`config.mk`:
```
export PLATFORM = sky130hd
export DESIGN_NAME = debounce_array_flat
export DESIGN_NICKNAME = d
export VERILOG_FILES = /design/src/rtl/debounce_pkg.sv /design/src/rtl/debounce_array_if.sv /design/src/rtl/debounce_channel.sv /design/src/rtl/debounce_array.sv /design/src/flat_wrapper.sv
export SDC_FILE = /design/constraint.sdc
export NUM_CORES = 1
export LEC_CHECK = 0
export BUFFER_PORTS_ARGS = -buffer_cell sky130_fd_sc_hd__buf_2
export CORE_MARGIN = 3
export CORE_UTILIZATION = 53
export DETAILED_ROUTE_END_ITERATION = 7
export PLACE_DENSITY = 0.79
export SLEW_MARGIN = 40
export SYNTH_ARGS = -nofsm -noshare
export SYNTH_HDL_FRONTEND = slang
export SYNTH_HIERARCHICAL = 1
export SYNTH_SLANG_ARGS = --single-unit
```
`constraint.sdc`:
```
create_clock -name slow_clk -period 2.3 [get_ports slow_clk]
set_clock_uncertainty 0.05 [all_clocks]
set_input_delay 0.23 -clock slow_clk [delete_from_list [all_inputs] [get_ports slow_clk]]
set_output_delay 0.23 -clock slow_clk [all_outputs]
set_load 0.02 [all_outputs]
```
`src/rtl/debounce_pkg.sv`:
```
// Shared types and defaults for the multi-channel button debouncer.
// Latency: n/a (package only).
// Backpressure: n/a (package only).
package debounce_pkg;

    localparam int DEF_HIST_LEN      = 8;
    localparam int DEF_LONG_CYCLES   = 64;
    localparam int DEF_REPEAT_CYCLES = 16;

    typedef enum logic [1:0] {
        IDLE    = 2'd0,
        PRESSED = 2'd1,
        HELD    = 2'd2
    } ch_state_e;

    // Width of a counter that must hold every value up to max(a, b).
    function automatic int clog2_max(input int a, input int b);
        int m;
        m = (a > b) ? a : b;
        return $clog2(m + 1);
    endfunction

endpackage

```
`src/rtl/debounce_array_if.sv`:
```
// Bundle of raw button inputs and per-channel debounced level/event outputs.
// Latency: none (wiring only).
// Backpressure: none; all outputs are level or single-cycle pulses.
interface debounce_array_if #(
    parameter int NUM_CH = 4
);
    logic [NUM_CH-1:0] buttons;
    logic [NUM_CH-1:0] debounced;
    logic [NUM_CH-1:0] press;
    logic [NUM_CH-1:0] release_pulse;
    logic [NUM_CH-1:0] long_press;
    logic [NUM_CH-1:0] repeat_pulse;
    logic              any_pressed;

    // Board / stimulus side: drives buttons, observes events.
    modport master (
        output buttons,
        input  debounced,
        input  press,
        input  release_pulse,
        input  long_press,
        input  repeat_pulse,
        input  any_pressed
    );

    // Debouncer side.
    modport slave (
        input  buttons,
        output debounced,
        output press,
        output release_pulse,
        output long_press,
        output repeat_pulse,
        output any_pressed
    );
endinterface

```
`src/rtl/debounce_channel.sv`:
```
// One debounced button: sync, history filter, level, press/release, long-press and auto-repeat.
// Latency: a stable input changes the level HIST_LEN+2 edges after it is first sampled.
// Backpressure: none; events are single-cycle pulses that are never held off.
module debounce_channel
    import debounce_pkg::*;
#(
    parameter int HIST_LEN      = DEF_HIST_LEN,
    parameter int LONG_CYCLES   = DEF_LONG_CYCLES,
    parameter int REPEAT_CYCLES = DEF_REPEAT_CYCLES,
    parameter bit REPEAT_EN     = 1'b1,
    parameter bit INVERT        = 1'b0
) (
    input  logic slow_clk,
    input  logic reset,
    input  logic raw_in,
    output logic debounced,
    output logic press,
    output logic release_pulse,
    output logic long_press,
    output logic repeat_pulse
);

    localparam int            CW        = clog2_max(LONG_CYCLES, REPEAT_CYCLES);
    localparam logic [CW-1:0] LONG_LAST = CW'(LONG_CYCLES - 1);
    localparam logic [CW-1:0] REP_LAST  = CW'(REPEAT_CYCLES - 1);

    logic                sync1_q, sync1_d;
    logic                sync2_q, sync2_d;
    logic [HIST_LEN-1:0] hist_q, hist_d;
    logic                deb_q, deb_d;
    logic                press_q, press_d;
    logic                rel_q, rel_d;
    logic                long_q, long_d;
    logic                rpt_q, rpt_d;
    ch_state_e           state_q, state_d;
    logic [CW-1:0]       cnt_q, cnt_d;

    logic rise;
    logic fall;

    // Input conditioning, history shift and debounced level with edge events.
    always_comb begin
        sync1_d = raw_in ^ INVERT;
        sync2_d = sync1_q;
        hist_d  = {hist_q[HIST_LEN-2:0], sync2_q};
        // Level only moves on unanimous history; mixed history holds it.
        rise    = (&hist_q) & ~deb_q;
        fall    = (~|hist_q) & deb_q;
        deb_d   = deb_q;
        if (rise) begin
            deb_d = 1'b1;
        end else if (fall) begin
            deb_d = 1'b0;
        end
        press_d = rise;
        rel_d   = fall;
    end

    // Hold-time FSM: long-press after LONG_CYCLES, then periodic repeats.
    always_comb begin
        state_d = state_q;
        cnt_d   = cnt_q;
        long_d  = 1'b0;
        rpt_d   = 1'b0;
        case (state_q)
            IDLE: begin
                if (rise) begin
                    state_d = PRESSED;
                    cnt_d   = '0;
                end
            end
            PRESSED: begin
                if (fall) begin
                    state_d = IDLE;
                    cnt_d   = '0;
                end else if (cnt_q == LONG_LAST) begin
                    state_d = HELD;
                    cnt_d   = '0;
                    long_d  = 1'b1;
                end else begin
                    cnt_d = cnt_q + CW'(1);
                end
            end
            HELD: begin
                if (fall) begin
                    state_d = IDLE;
                    cnt_d   = '0;
                end else if (REPEAT_EN) begin
                    if (cnt_q == REP_LAST) begin
                        cnt_d = '0;
                        rpt_d = 1'b1;
                    end else begin
                        cnt_d = cnt_q + CW'(1);
                    end
                end else begin
                    cnt_d = '0;
                end
            end
            default: begin
                state_d = IDLE;
                cnt_d   = '0;
            end
        endcase
    end

    // State registers; reset clears everything without emitting a release.
    always_ff @(posedge slow_clk) begin
        if (reset) begin
            sync1_q <= 1'b0;
            sync2_q <= 1'b0;
            hist_q  <= '0;
            deb_q   <= 1'b0;
            press_q <= 1'b0;
            rel_q   <= 1'b0;
            long_q  <= 1'b0;
            rpt_q   <= 1'b0;
            state_q <= IDLE;
            cnt_q   <= '0;
        end else begin
            sync1_q <= sync1_d;
            sync2_q <= sync2_d;
            hist_q  <= hist_d;
            deb_q   <= deb_d;
            press_q <= press_d;
            rel_q   <= rel_d;
            long_q  <= long_d;
            rpt_q   <= rpt_d;
            state_q <= state_d;
            cnt_q   <= cnt_d;
        end
    end

    assign debounced     = deb_q;
    assign press         = press_q;
    assign release_pulse = rel_q;
    assign long_press    = long_q;
    assign repeat_pulse  = rpt_q;

endmodule

```
`src/rtl/debounce_array.sv`:
```
// NUM_CH independent debounced buttons plus a combined any-pressed flag.
// Latency: HIST_LEN+2 edges input to level; any_pressed adds none over the level register.
// Backpressure: none; every channel may pulse in the same cycle.
module debounce_array
    import debounce_pkg::*;
#(
    parameter int              NUM_CH        = 4,
    parameter int              HIST_LEN      = DEF_HIST_LEN,
    parameter int              LONG_CYCLES   = DEF_LONG_CYCLES,
    parameter int              REPEAT_CYCLES = DEF_REPEAT_CYCLES,
    parameter bit              REPEAT_EN     = 1'b1,
    parameter logic [NUM_CH-1:0] ACTIVE_LOW  = '0
) (
    input  logic             slow_clk,
    input  logic             reset,
    debounce_array_if.slave  bus
);

    wire [NUM_CH-1:0] deb_w;
    wire [NUM_CH-1:0] press_w;
    wire [NUM_CH-1:0] rel_w;
    wire [NUM_CH-1:0] long_w;
    wire [NUM_CH-1:0] rpt_w;

    for (genvar i = 0; i < NUM_CH; i++) begin : g_ch
        debounce_channel #(
            .HIST_LEN      (HIST_LEN),
            .LONG_CYCLES   (LONG_CYCLES),
            .REPEAT_CYCLES (REPEAT_CYCLES),
            .REPEAT_EN     (REPEAT_EN),
            .INVERT        (ACTIVE_LOW[i])
        ) u_ch (
            .slow_clk      (slow_clk),
            .reset         (reset),
            .raw_in        (bus.buttons[i]),
            .debounced     (deb_w[i]),
            .press         (press_w[i]),
            .release_pulse (rel_w[i]),
            .long_press    (long_w[i]),
            .repeat_pulse  (rpt_w[i])
        );
    end

    assign bus.debounced     = deb_w;
    assign bus.press         = press_w;
    assign bus.release_pulse = rel_w;
    assign bus.long_press    = long_w;
    assign bus.repeat_pulse  = rpt_w;
    assign bus.any_pressed   = |deb_w;

endmodule

```
`src/flat_wrapper.sv`:
```
// flat-port wrapper written by rule: the top's interface ports become plain ports
module debounce_array_flat import debounce_pkg::*;
#(
    parameter int              NUM_CH        = 4,
    parameter int              HIST_LEN      = DEF_HIST_LEN,
    parameter int              LONG_CYCLES   = DEF_LONG_CYCLES,
    parameter int              REPEAT_CYCLES = DEF_REPEAT_CYCLES,
    parameter bit              REPEAT_EN     = 1'b1,
    parameter logic [NUM_CH-1:0] ACTIVE_LOW  = '0
)
  (slow_clk, reset, bus_buttons, bus_debounced, bus_press, bus_release_pulse, bus_long_press, bus_repeat_pulse, bus_any_pressed);
  debounce_array_if #(.NUM_CH(NUM_CH)) bus_i ();
  input  logic slow_clk;
  input  logic reset;
  input wire logic [$bits(bus_i.buttons)-1:0] bus_buttons;
  output wire logic [$bits(bus_i.debounced)-1:0] bus_debounced;
  output wire logic [$bits(bus_i.press)-1:0] bus_press;
  output wire logic [$bits(bus_i.release_pulse)-1:0] bus_release_pulse;
  output wire logic [$bits(bus_i.long_press)-1:0] bus_long_press;
  output wire logic [$bits(bus_i.repeat_pulse)-1:0] bus_repeat_pulse;
  output wire logic [$bits(bus_i.any_pressed)-1:0] bus_any_pressed;
  assign bus_i.buttons = bus_buttons;
  assign bus_debounced = bus_i.debounced;
  assign bus_press = bus_i.press;
  assign bus_release_pulse = bus_i.release_pulse;
  assign bus_long_press = bus_i.long_press;
  assign bus_repeat_pulse = bus_i.repeat_pulse;
  assign bus_any_pressed = bus_i.any_pressed;
  debounce_array #(.NUM_CH(NUM_CH), .HIST_LEN(HIST_LEN), .LONG_CYCLES(LONG_CYCLES), .REPEAT_CYCLES(REPEAT_CYCLES), .REPEAT_EN(REPEAT_EN), .ACTIVE_LOW(ACTIVE_LOW)) u_core (.slow_clk(slow_clk), .reset(reset), .bus(bus_i));
endmodule
```
==> out/metrics.csv <==
stage,metric,value,unit
setup_path,required,2.48,ns
synth,ys.flop_type,dfxtp_1,
setup_path,crit_family,compound AO/OA/AOI/OAI gates,
setup_path,ff2ff_path_depth,4,
synth,yosys.area.top_type,dfxtp_1,
pwr,p_leak,1.78,nW
synth,synth_area_per_cell,9.54,um^2
global_route,grt_remaining_overflow,0,
sta,tightest_slew,0.620,ns
cts,ctsResizeCount,0,
setup_path,path_class,reg2reg,
synth,synth_common_cells,"96 x dfxtp_1, 42 x nor2b_1, 31 x nand3_1",
global_route,grt_max_degree,41,
setup_path,crit_arrival,2.02,ns
routing,first_iter_violations,199,
sta,fmax,0.546,GHz
routing,wire_per_inst,15.0,um
routing,drt_pass1_iterations,5,
place,hpwl,6.35,mm
setup_path,critPathBufInv,0,
outcome,outcome,"finished, final reports clean",
routing,drt-vias-per-instance,6.08,
global_route,grt_util_all_layers,19.5,%
setup_path,cp-start-kind,flop,
routing,vias,3697,
global_route,grt_pass1_vias,3523,
cells_and_area,final_nets,523,
cts,clk-insertion-delay-late,0.35,ns
job,cap_violations,0,
global_route,antenna_found_initial,0,
routing,routed_wl,9.11,mm
sta,timing.final.hold_violations,0,
cts,cts_tree,built,
cells_and_area,antennaDiodeCount,0,
cts,cts_buffers,9,
cells_and_area,n_fill_cell,681,
cells_and_area,drive_above_1_share,17.6,%
setup_path,cp_slowest_stage_delay,0.58,ns
pwr,peakVddDrop,490,uV
setup_path,cp-endpoint,u_core/g_ch[3].u_ch/cnt_q[5],
sta,fin_crit_sh,79.7,%
worst_hold_path,hold_path.class,in2reg,
synth,synth_top_area_share,42.7,%
cts,cts_setup_buffers,0,
setup_path,rrSetupSlack,0.47,ns
sta,rsz0062_at_grt,false,
synth,synthCells,472,
floorplan,dieArea,0.00964,mm^2
setup_path,crit_path_end_kind,flop,
cts,cts_hold_buf,0,
setup_path,r2r_start,u_core/g_ch[3].u_ch/hist_q[5],
synth,async_flop_share,0,%
pwr,power_density,592,mW/mm^2
floorplan,core,0.00797,mm^2
setup_path,crit_cells,4,
sta,slew_headroom,58.3,%
pwr,totalPowerFinal,2.93,mW
setup_path,startpoint,u_core/g_ch[3].u_ch/hist_q[5],
cts,cts_sinks,96,
sta,period_minus_slack,1.83,ns
synth,syn_nets,494,
setup_path,cpMostUsedCell,a31oi_1,
cts,clock_tree.root_cell,clkbuf_8,
setup_path,path_cells,nor4_1 -> a31oi_1 -> a31oi_1 -> a21oi_1,
floorplan,die_y,98.2,um
cells_and_area,postLayoutCoreUtil,62.2,%
synth,synth.most_common_cell,dfxtp_1,
place,port_buffers,26,
cells_and_area,regArea,0.00192,mm^2
synth,ys_warn_count,6,
floorplan,start_util,56.5,%
synth,ys_types,54,
cells_and_area,multi_input_area,0.00244,mm^2
synth,seq_area_frac_synth,42.7,%
global_route,grt_pass1_wl,15.9,mm
setup_path,r2r-end,u_core/g_ch[3].u_ch/cnt_q[5],
cts,clk_pin_slew,0.09,ns
floorplan,io_pins,27,
cts,cts_max_level,3,
setup_path,path_max_fanout,6,
synth,syn_area,0.00450,mm^2
synth,synth_area_leaders,"dfxtp_1 43%, nor2b_1 5.8%, ha_1 4.4%",
sta,slew_violations,0,
routing,post-route-drc-count,0,
cts,ctsLongestPathBuffers,2,
sta,setup_violations,0,
cells_and_area,area_growth,10.0,%
synth,synth_edf_count,0,
floorplan,die_x,98.2,um
setup_path,cp_slowest_cell,nor4_1,
routing,ant_nets,0,
sta,tns,0,ns
synth,ys_ff_latch,96,
floorplan,num_rows,32,
place,gp_congestion,0.889,
## kinds of logic (layout without fill, tap and decap cells)
family / Yosys count / count (layout) / share of synthesized area, %
AO/OA/AOI/OAI: 94 / 94 / 17.9
AND/OR/NAND/NOR: 230 / 230 / 31.7
buffers and inverters: 36 / 70 / 3.25
flip-flops: 96 / 96 / 42.7
adder cells (fa/ha/maj): 16 / 16 / 4.44
## per-layer routing
metal,vias up,track usage (%),wire length [um]
met4,0,6.72,74
met3,9,5.29,488
li1,1842,-,-
met1,1750,25.6,4160
met5,-,0,0
met2,96,30.9,4380
## where the power goes
part,leakage (nW),switching (mW),internal (mW)
clock network,0.112,0.552,0.636
registers,0.775,0.00581,1.67
logic,0.891,0.0474,0.0221
## state kept, by name, summed over array words and instances, names as in the netlist
name,count
u_core/g_ch.u_ch/cnt_q,28
u_core/g_ch.u_ch/debounced,4
u_core/g_ch.u_ch/hist_q,32
u_core/g_ch.u_ch/long_press,4
u_core/g_ch.u_ch/press,4
u_core/g_ch.u_ch/release_pulse,4
u_core/g_ch.u_ch/repeat_pulse,4
u_core/g_ch.u_ch/state_q,8
u_core/g_ch.u_ch/sync1_q,4
u_core/g_ch.u_ch/sync2_q,4
## metrics by stage
step                      cells  worst slack, ns  hold WS [ns]  area, um^2
after detailed placement    592            0.538         0.376        4740
after global placement      592            0.607         0.369        4740
after floorplan             472            0.569         0.252        4500
after CTS                   608            0.471       0.00362        4960
after global routing        608            0.274        0.0211        4960
final                       608            0.468        0.0320        4960
## layout by cell type, fill, tap and decap left out, types with 4 or more instances in the layout
master	instances
buf_4	4
a21oi_1	18
nor4_2	6
o211ai_1	7
nor2_1	27
ha_1	16
nand4_1	20
o21ai_0	7
nand2_1	22
nor2b_1	42
and3_1	13
and4_1	7
inv_1	21
a31oi_1	10
buf_2	26
o2bb2ai_1	7
dfxtp_1	96
nand3_2	9
or3_1	5
a311oi_1	6
nor3_1	8
nand3_1	31
clkbuf_8	10
nor4_1	12
## worst register-to-register path: stages (launching register included)
cell and delay [ns]:
dfxtp_1 0.33, nor4_1 0.58, a31oi_1 0.32, a31oi_1 0.34
a21oi_1 0.09
## worst min path at each step
stage	start	endpoint	slack (ns)	depth (start not counted)
2_1_floorplan	reset	u_core/g_ch[3].u_ch/hist_q[4]	0.25	1
4_1_cts	bus_buttons[3]	u_core/g_ch[3].u_ch/sync1_q	0.004	2
3_5_place_dp	u_core/g_ch[1].u_ch/sync1_q	u_core/g_ch[1].u_ch/sync2_q	0.38	1
5_1_grt	bus_buttons[3]	u_core/g_ch[3].u_ch/sync1_q	0.02	2
3_3_place_gp	u_core/g_ch[2].u_ch/sync2_q	u_core/g_ch[2].u_ch/hist_q[0]	0.37	1
6_report	bus_buttons[3]	u_core/g_ch[3].u_ch/sync1_q	0.03	2
## layout make-up
class                   instances  area share (%)
multi-input cells             340            49.2
flip-flops and latches         96            38.8
repair buffers                 30            3.23
clock buffers                  10            2.78
well taps                     102            2.58
inverters                      24            1.82
clock inverters                 6            1.67
No activity file was read; power rests on OpenSTA's default activity.
